### src/rtl/spi_reg_bridge_if.sv
// Parallel register bus between the SPI byte bridge and the register file.
// The bridge is master; the register file answers reg_rdata 1 clk after reg_re.
interface spi_reg_bridge_if;
  logic [6:0] reg_addr;
  logic [7:0] reg_wdata;
  logic       reg_we;
  logic       reg_re;
  logic [7:0] reg_rdata;

  modport master (
    output reg_addr,
    output reg_wdata,
    output reg_we,
    output reg_re,
    input  reg_rdata
  );

  modport slave (
    input  reg_addr,
    input  reg_wdata,
    input  reg_we,
    input  reg_re,
    output reg_rdata
  );
endinterface

### src/rtl/spi_reg_bridge.sv
// SPI byte stream to register bus: command byte {rw, addr[6:0]}
// followed by an auto-incrementing read or write burst.
module spi_reg_bridge #(
  parameter logic [7:0] STATUS_BYTE = 8'hA5,
  parameter logic [7:0] WRITE_FILL  = 8'h00
) (
  input  logic             clk,
  input  logic             rst_n,
  input  logic             ssel,
  input  logic             byte_received,
  input  logic [7:0]       received_data,
  input  logic             data_needed,
  output logic [7:0]       data_to_send,
  output logic             frame_active,
  output logic [7:0]       byte_count,
  spi_reg_bridge_if.master bus
);

  typedef enum logic [2:0] {
    S_IDLE,
    S_CMD,
    S_WRITE,
    S_RD_ISSUE,
    S_RD_CAPTURE,
    S_READ
  } state_t;

  state_t     r_state;
  state_t     w_next;
  logic [6:0] r_addr;
  logic [7:0] r_wdata;
  logic [7:0] r_tx;
  logic [7:0] r_cnt;
  logic       r_we;
  logic       w_re;
  logic       w_rx;
  logic       w_cmd_rx;
  logic       w_wr_rx;
  logic       w_unused;

  // Transmit loading is paced by byte_received alone.
  assign w_unused = data_needed;

  assign w_rx     = byte_received & ~ssel;
  assign w_cmd_rx = w_rx & (r_state == S_CMD);
  assign w_wr_rx  = w_rx & (r_state == S_WRITE);

  always_comb begin
    w_next = r_state;
    w_re   = 1'b0;
    if (r_state == S_RD_ISSUE) w_re = 1'b1;
    if (ssel) begin
      w_next = S_IDLE;
    end else begin
      unique case (r_state)
        S_IDLE:       w_next = S_CMD;
        S_CMD: begin
          if (w_rx)
            w_next = received_data[7] ? S_RD_ISSUE : S_WRITE;
        end
        S_WRITE:      w_next = S_WRITE;
        S_RD_ISSUE:   w_next = S_RD_CAPTURE;
        S_RD_CAPTURE: w_next = S_READ;
        S_READ: begin
          if (w_rx) w_next = S_RD_ISSUE;
        end
        default:      w_next = S_IDLE;
      endcase
    end
  end

  always_ff @(posedge clk or negedge rst_n) begin
    if (!rst_n) begin
      r_state <= S_IDLE;
      r_addr  <= '0;
      r_wdata <= '0;
      r_we    <= 1'b0;
      r_tx    <= STATUS_BYTE;
      r_cnt   <= '0;
    end else begin
      r_state <= w_next;
      r_we    <= w_wr_rx;
      if (w_wr_rx) r_wdata <= received_data;

      // Address steps the clk after each write strobe or read capture.
      if (w_cmd_rx)
        r_addr <= received_data[6:0];
      else if (r_we || (r_state == S_RD_CAPTURE && !ssel))
        r_addr <= r_addr + 7'd1;

      if (ssel)
        r_tx <= STATUS_BYTE;
      else if (w_cmd_rx && !received_data[7])
        r_tx <= WRITE_FILL;
      else if (r_state == S_RD_CAPTURE)
        r_tx <= bus.reg_rdata;

      if (ssel)
        r_cnt <= '0;
      else if (w_rx && r_state != S_IDLE && r_cnt != 8'hFF)
        r_cnt <= r_cnt + 8'd1;
    end
  end

  assign bus.reg_addr  = r_addr;
  assign bus.reg_wdata = r_wdata;
  assign bus.reg_we    = r_we;
  assign bus.reg_re    = w_re;
  assign data_to_send  = r_tx;
  assign frame_active  = (r_state != S_IDLE);
  assign byte_count    = r_cnt;

endmodule
### src/flat_wrapper.sv
// flat-port wrapper written by rule: the top's interface ports become plain ports
module spi_reg_bridge_flat 
#(
  parameter logic [7:0] STATUS_BYTE = 8'hA5,
  parameter logic [7:0] WRITE_FILL  = 8'h00
)
  (clk, rst_n, ssel, byte_received, received_data, data_needed, data_to_send, frame_active, byte_count, bus_reg_addr, bus_reg_wdata, bus_reg_we, bus_reg_re, bus_reg_rdata);
  spi_reg_bridge_if bus_i ();
  input  logic clk;
  input  logic rst_n;
  input  logic ssel;
  input  logic byte_received;
  input  logic [7:0] received_data;
  input  logic data_needed;
  output logic [7:0] data_to_send;
  output logic frame_active;
  output logic [7:0] byte_count;
  output wire logic [$bits(bus_i.reg_addr)-1:0] bus_reg_addr;
  output wire logic [$bits(bus_i.reg_wdata)-1:0] bus_reg_wdata;
  output wire logic [$bits(bus_i.reg_we)-1:0] bus_reg_we;
  output wire logic [$bits(bus_i.reg_re)-1:0] bus_reg_re;
  input wire logic [$bits(bus_i.reg_rdata)-1:0] bus_reg_rdata;
  assign bus_reg_addr = bus_i.reg_addr;
  assign bus_reg_wdata = bus_i.reg_wdata;
  assign bus_reg_we = bus_i.reg_we;
  assign bus_reg_re = bus_i.reg_re;
  assign bus_i.reg_rdata = bus_reg_rdata;
  spi_reg_bridge #(.STATUS_BYTE(STATUS_BYTE), .WRITE_FILL(WRITE_FILL)) u_core (.clk(clk), .rst_n(rst_n), .ssel(ssel), .byte_received(byte_received), .received_data(received_data), .data_needed(data_needed), .data_to_send(data_to_send), .frame_active(frame_active), .byte_count(byte_count), .bus(bus_i));
endmodule
### config.mk
export PLATFORM = sky130hd
export DESIGN_NAME = spi_reg_bridge_flat
export DESIGN_NICKNAME = d
export VERILOG_FILES = /design/src/rtl/spi_reg_bridge_if.sv /design/src/rtl/spi_reg_bridge.sv /design/src/flat_wrapper.sv
export SDC_FILE = /design/constraint.sdc
export NUM_CORES = 1
export LEC_CHECK = 0
export ABC_CLOCK_PERIOD_IN_PS = 1700
export CAP_MARGIN = 5
export CORE_MARGIN = 10
export CORE_UTILIZATION = 40
export DETAILED_ROUTE_END_ITERATION = 8
export PLACE_DENSITY = 0.84
export SYNTH_ARGS = -nofsm -noshare
export SYNTH_HDL_FRONTEND = slang
export SYNTH_SLANG_ARGS = --single-unit
### constraint.sdc
create_clock -name clk -period 1.7 [get_ports clk]
set_input_delay 0.34 -clock clk [delete_from_list [all_inputs] [get_ports clk]]
set_output_delay 0.34 -clock clk [all_outputs]
set_load 0.02 [all_outputs]
==> flow_summary_export.csv, run 1 <==
group,metric,value,unit
outcome,status,"finished, violations left",
outcome,violations,"negative setup slack",
cells_and_area,fillers,317,
power_and_ir_drop,powerDensity,1029,nW/µm²
critical_path,crit_path_top_delay_cell,"dfrtp_2",
logic_synthesis,ys_ff_latch,35,
timing,hold_ws,0.4318,ns
floorplanning,die_h,83.67,µm
cells_and_area,syn2layout_area_growth,53.01,%
global_route,grt_max_degree,36,
detailed_routing,drt-total-wl,4.809,mm
critical_path,end_kind,"register",
critical_path,crit_buf_inv,1,
cells_and_area,design_area,2481,µm²
timing,setup_viol,10,
global_route,grt_pass1_vias,1513,
placed_design,dp_hpwl,3.301,mm
power_and_ir_drop,power,2.552,mW
global_route,track_usage,13.10,%
critical_path,required,1.87,ns
timing,slew_headroom,79.27,%
clock_tree,cts.sinks,35,
logic_synthesis,synth.lib_cells_used.distinct,35,
clock_tree,cts_tree,"done",
detailed_routing,drtIter0Drc,107,
critical_path,crit_path_max_incr_delay,0.43,ns
placed_design,gp_congestion,0.7639,
clock_tree,cts_buffers,5,
cells_and_area,fin_nets,239,
power_and_ir_drop,vdd_drop_max,0.7099,mV
critical_path,timing.rr.start,"u_core.r_state[2]",
cells_and_area,final_cell_mix,"35 x clkdlybuf4s50_1, 30 x dfrtp_1, 16 x buf_4",
logic_synthesis,synth_edf_count,0,
cells_and_area,layout_commonest_cell,"clkdlybuf4s50_1",
logic_synthesis,ys_seq_area_share,54.32,%
critical_path,arrival,1.92,ns
placed_design,portBuffers,53,
timing,fin_crit_sh,102.8,%
logic_synthesis,synth_cells,142,
floorplanning,io_pins,55,
timing,rsz0062_at_grt,"true",
global_route,antenna_found_initial,0,
critical_path,reg2reg_depth,4,
timing,period_needed,1.748,ns
clock_tree,cts_buffer_depth,2,
logic_synthesis,syn_area,1622,µm²
detailed_routing,vias,1442,
floorplanning,die_x,83.67,µm
critical_path,crit_family,"simple AND/OR/NAND/NOR gates",
clock_tree,cts_htree_levels,2,
detailed_routing,via_per_inst,5.401,
critical_path,critPathKind,"register to register",
cells_and_area,antenna_cells,0,
critical_path,critical_path_cell_count,4,
timing,slew_viol_final,0,
logic_synthesis,async_reset_ff_share,100.0,%
timing,hold_violations,0,
timing,tightestPinTransition,0.3083,ns
critical_path,crit_start,"u_core.r_state[2]",
detailed_routing,wl_per_cell,18.01,µm
critical_path,worst-path-max-fanout,5,
detailed_routing,ant_nets,0,
critical_path,worst_setup_path_start_kind,"register",
critical_path,timing.rr.end,"u_core.bus.reg_wdata[2]",
clock_tree,worstSkewPairLatency,0.28,ns
logic_synthesis,synth-main-ff-cell,"dfrtp_1",
detailed_routing,drc,0,
global_route,grt_pass1_wl,7.728,mm
placed_design,post_dp_cell_area,2318,µm²
timing,layout_setup_ws,-0.04823,ns
floorplanning,dieArea,7001,µm²
detailed_routing,drtPass1Iterations,4,
floorplanning,start_util,40.83,%
floorplanning,num_rows,23,
clock_tree,clk_pin_slew,0.07,ns
hold_path,hold_class,"input port to async pin",
critical_path,rrSetupSlack,-0.05,ns
floorplanning,fp.coreArea,3971,µm²
critical_path,crit_chain,"or3b_1, or3b_4, buf_6, mux2_2",
logic_synthesis,yosys_warnings,0,
timing,skew,0.007568,ns
global_route,overflow,0,
logic_synthesis,syn_area_per_cell,11.42,µm²
clock_tree,cts-root-buf,"clkbuf_8",
power_and_ir_drop,p_leak,1.151,nW
run,maxCapViolCount,0,
timing,achievable-frequency,572.0,MHz
cells_and_area,drive_above_1_share,24.88,%
logic_synthesis,syn_nets,165,
critical_path,endpoint,"u_core.bus.reg_wdata[2]",
[layout make-up]
type | instances | area, µm² | share of cell area [%]
multi-input combinational | 96 | 710.7 | 28.64
clock buffer | 7 | 86.33 | 3.480
clock inverter | 1 | 5.005 | 0.2017
sequential | 35 | 882.1 | 35.55
tap | 50 | 62.56 | 2.521
inverter | 3 | 11.26 | 0.4539
timing repair buffer | 75 | 723.2 | 29.15
[cell families after synthesis]
group | Yosys count | synth area share [%]
AO/OA/AOI/OAI | 38 | 16.59
buffers and inverters | 11 | 3.858
flip-flops | 35 | 54.32
adder cells (fa/ha/maj) | 2 | 1.543
multiplexers | 9 | 6.096
XOR/XNOR | 6 | 3.241
AND/OR/NAND/NOR | 41 | 14.35
[layer usage]
layer  global-route usage (%)  vias to the layer above  wire, µm
li1                         -                      675         -
met1                    14.67                      724      1954
met2                    23.00                       35      2563
met3                    3.809                        8       178
met4                    4.414                        0       112
met5                        0                        -         0
[synthesized netlist by cell type (4+ instances only)]
cell type | instances | area, µm²
dfrtp_1 | 31 | 775.7
nor2_1 | 14 | 52.55
a21oi_1 | 13 | 65.06
mux2_2 | 7 | 78.83
nand2_1 | 6 | 22.52
xor2_1 | 6 | 52.55
o21ai_0 | 5 | 25.02
a221o_1 | 4 | 40.04
a22o_2 | 4 | 40.04
dfstp_2 | 4 | 105.1
or3_1 | 4 | 25.02
[where the power goes]
group	switching (mW)	internal [mW]
sequential	0.128	0.978
clock	0.293	0.327
combinational	0.410	0.417
total	0.831	1.72
[state kept, by name, summed over array words and instances (netlist names)]
register / flops
u_core.r_state: 3
u_core.bus.reg_we: 1
u_core.byte_count: 8
u_core.bus.reg_wdata: 8
u_core.data_to_send: 8
u_core.bus.reg_addr: 7
[through the flow]
stage	std cells	setup WS, ns	TNS [ns]	util, %
5_1_grt	267	-0.09701	-1.076	62.48
2_1_floorplan	142	-0.06052	-0.3709	-
4_1_cts	266	-0.05338	-0.2154	61.47
3_3_place_gp	255	-0.2864	-6.222	58.38
3_5_place_dp	255	-0.3369	-7.162	58.38
6_report	267	-0.04823	-0.3069	62.48
[worst min path at each step]
stage	from	end	slack, ns
2_1_floorplan	rst_n	u_core.bus.reg_addr[0]	0.04
3_3_place_gp	u_core.bus.reg_wdata[6]	u_core.bus.reg_wdata[6]	0.49
3_5_place_dp	u_core.bus.reg_wdata[0]	u_core.bus.reg_wdata[0]	0.50
4_1_cts	rst_n	u_core.bus.reg_wdata[2]	0.44
5_1_grt	rst_n	u_core.bus.reg_wdata[4]	0.46
6_report	rst_n	u_core.bus.reg_wdata[4]	0.43
[repair_timing]
action | in CTS | in global routing
hold buffers | 0 | 0
resized for setup | 23 | 14
pin swaps | 5 | 5
setup endpoints to repair | 26 | 31
setup buffers | 2 | 1
gates cloned | 1 | 0
Note: power is estimated with default switching activity, not from simulation.
==> inputs of run 2 (changes only) <==
- CORE_UTILIZATION: 40 -> 25
- PLACE_DENSITY: 0.84 -> 0.6
==> flow_summary_export.csv, run 2 (synthesis gave the netlist of run 1 again) <==
group,metric,value,unit
outcome,status,"finished, violations left",
outcome,violations,"negative setup slack",
global_route,overflow,0,
critical_path,worst-path-max-fanout,10,
power_and_ir_drop,clkPwrFrac,23.6,%
placed_design,post_dp_cell_area,2342,µm²
floorplanning,start_util,25.68,%
placed_design,dp_hpwl,3.324,mm
clock_tree,cts.sinks,35,
floorplanning,fp.coreArea,6314,µm²
critical_path,worst_setup_path_start_kind,"register",
detailed_routing,ant_nets,0,
placed_design,portBuffers,53,
critical_path,required,1.87,ns
placed_design,pre_cts_ws,-0.3759,ns
timing,layout_setup_ws,-0.03651,ns
floorplanning,num_rows,29,
timing,hold_violations,0,
power_and_ir_drop,vdd_drop_max,0.5704,mV
timing,slew_viol_final,0,
clock_tree,worstSkewPairLatency,0.29,ns
global_route,grt_max_degree,36,
critical_path,crit_chain,"or3b_1, or3b_1, buf_6, mux2_2",
power_and_ir_drop,comb_power_share,31.9,%
power_and_ir_drop,p_sw_share,33.37,%
critical_path,crit_path_top_delay_cell,"dfrtp_1",
power_and_ir_drop,p_switching,0.8308,mW
placed_design,gp_congestion,0.7661,
detailed_routing,drc,0,
detailed_routing,wl_per_cell,15.05,µm
power_and_ir_drop,p_int,1.659,mW
detailed_routing,drt-total-wl,4.439,mm
run,maxCapViolCount,0,
global_route,track_usage,9.100,%
cells_and_area,antenna_cells,0,
timing,fin_crit_sh,102.1,%
clock_tree,cts_buffers,5,
clock_tree,cts_buffer_depth,2,
critical_path,critPathKind,"register to register",
clock_tree,cts_htree_levels,2,
floorplanning,die_x,100.5,µm
timing,setup_viol,9,
cells_and_area,syn2layout_area_growth,53.09,%
global_route,grt_pass1_wl,7.576,mm
global_route,grt_pass1_vias,1550,
critical_path,crit_buf_inv,1,
detailed_routing,drtPass1Iterations,4,
power_and_ir_drop,p_leak,1.118,nW
timing,slew_headroom,70.07,%
global_route,antenna_found_initial,0,
clock_tree,cts-root-buf,"clkbuf_8",
timing,skew,0.007656,ns
timing,period_needed,1.737,ns
critical_path,crit_path_max_incr_delay,0.41,ns
floorplanning,dieArea,10110,µm²
cells_and_area,final_cell_mix,"31 x dfrtp_1, 30 x clkdlybuf4s50_1, 18 x dlygate4sd2_1",
power_and_ir_drop,powerDensity,1003,nW/µm²
detailed_routing,drtIter0Drc,17,
clock_tree,cts_tree,"done",
critical_path,end_kind,"register",
cells_and_area,design_area,2482,µm²
timing,rsz0062_at_grt,"true",
timing,hold_ws,0.08286,ns
critical_path,cpMostUsedCell,"or3b_1",
placed_design,dp_cells,283,
cells_and_area,fin_nets,240,
timing,achievable-frequency,575.9,MHz
detailed_routing,via_per_inst,4.675,
critical_path,crit_family,"simple AND/OR/NAND/NOR gates",
critical_path,arrival,1.91,ns
cells_and_area,final_cells,295,
power_and_ir_drop,power_frac_seq,44.5,%
timing,tightestPinTransition,0.4490,ns
cells_and_area,drive_above_1_share,26.15,%
floorplanning,die_h,100.5,µm
detailed_routing,vias,1379,
hold_path,hold_class,"input port to async pin",
floorplanning,io_pins,55,
cells_and_area,layout_commonest_cell,"dfrtp_1",
clock_tree,clk_pin_slew,0.07,ns
run 2: changes by cell type in the layout (fill, tap and decap cells not counted), sizes merged:
cell and change:
buf +3, clkbuf -3, clkdlybuf4s50 -5, clkinv +2, dlygate4sd2 +9, dlymetal6s2s -5
run 2: worst register-to-register path, stage by stage (launching register included):
cell and delay [ns]:
dfrtp_1 0.41, or3b_1 0.40, or3b_1 0.38, buf_6 0.16
mux2_2 0.27
run 2: cell type report:
type,instances,area (µm²)
Clock buffer,5,68.82
Clock inverter,3,15.01
Fill cell,650,3831
Inverter,3,11.26
Multi-Input combinational cell,96,716.9
Sequential cell,35,880.8
Tap cell,77,96.34
Timing Repair Buffer,76,693.2
run 2: path summary, 6_finish.rpt:
check	from	to	slack [ns]	cells after the start
max in group asynchronous	rst_n	u_core.data_to_send[0]	1.27	2
worst max register to register	u_core.r_state[0]	u_core.bus.reg_wdata[4]	-0.04	4
worst min-delay path	rst_n	u_core.byte_count[3]	0.08	2
worst min register to register	u_core.bus.reg_wdata[6]	u_core.bus.reg_wdata[6]	0.49	2
min in group clk	u_core.bus.reg_wdata[6]	u_core.bus.reg_wdata[6]	0.49	2
worst max-delay path	u_core.r_state[0]	u_core.bus.reg_wdata[4]	-0.04	4
run 2: power by group through the flow:
stage          logic, mW  clock network (mW)  registers (mW)
6_report           0.794               0.587            1.11
5_1_grt            0.875               0.646            1.14
4_1_cts            0.814               0.610            1.10
3_5_place_dp       0.837                   0            1.12
3_3_place_gp       0.828                   0            1.12
2_1_floorplan      0.237                   0            1.27
run 2: layer usage:
metal  vias to the layer above  wire [µm]  share of wire [%]  track usage (%)
met5                         -          0                  0                0
met4                         0         41               0.92            2.935
met3                         5        309                7.0            3.841
met2                        30       2201                 50            14.39
met1                       667       1886                 42            10.90
li1                        677          -                  -                -
run 2: what timing repair did:
action | 4_1_cts | 5_1_grt
pin swaps | 6 | 12
resized for setup | 32 | 10
setup endpoints to repair | 34 | 24
buffers inserted | 2 | 2
hold buffers | 0 | 0
run 2: per-stage QoR:
stage | power (mW) | util, % | TNS, ns
after floorplan | 1.505 | - | -0.3709
after global placement | 1.945 | 37.10 | -7.629
after detailed placement | 1.957 | 37.10 | -8.116
after CTS | 2.527 | 38.82 | -0.4070
after global routing | 2.657 | 39.32 | -1.141
final | 2.489 | 39.32 | -0.2149
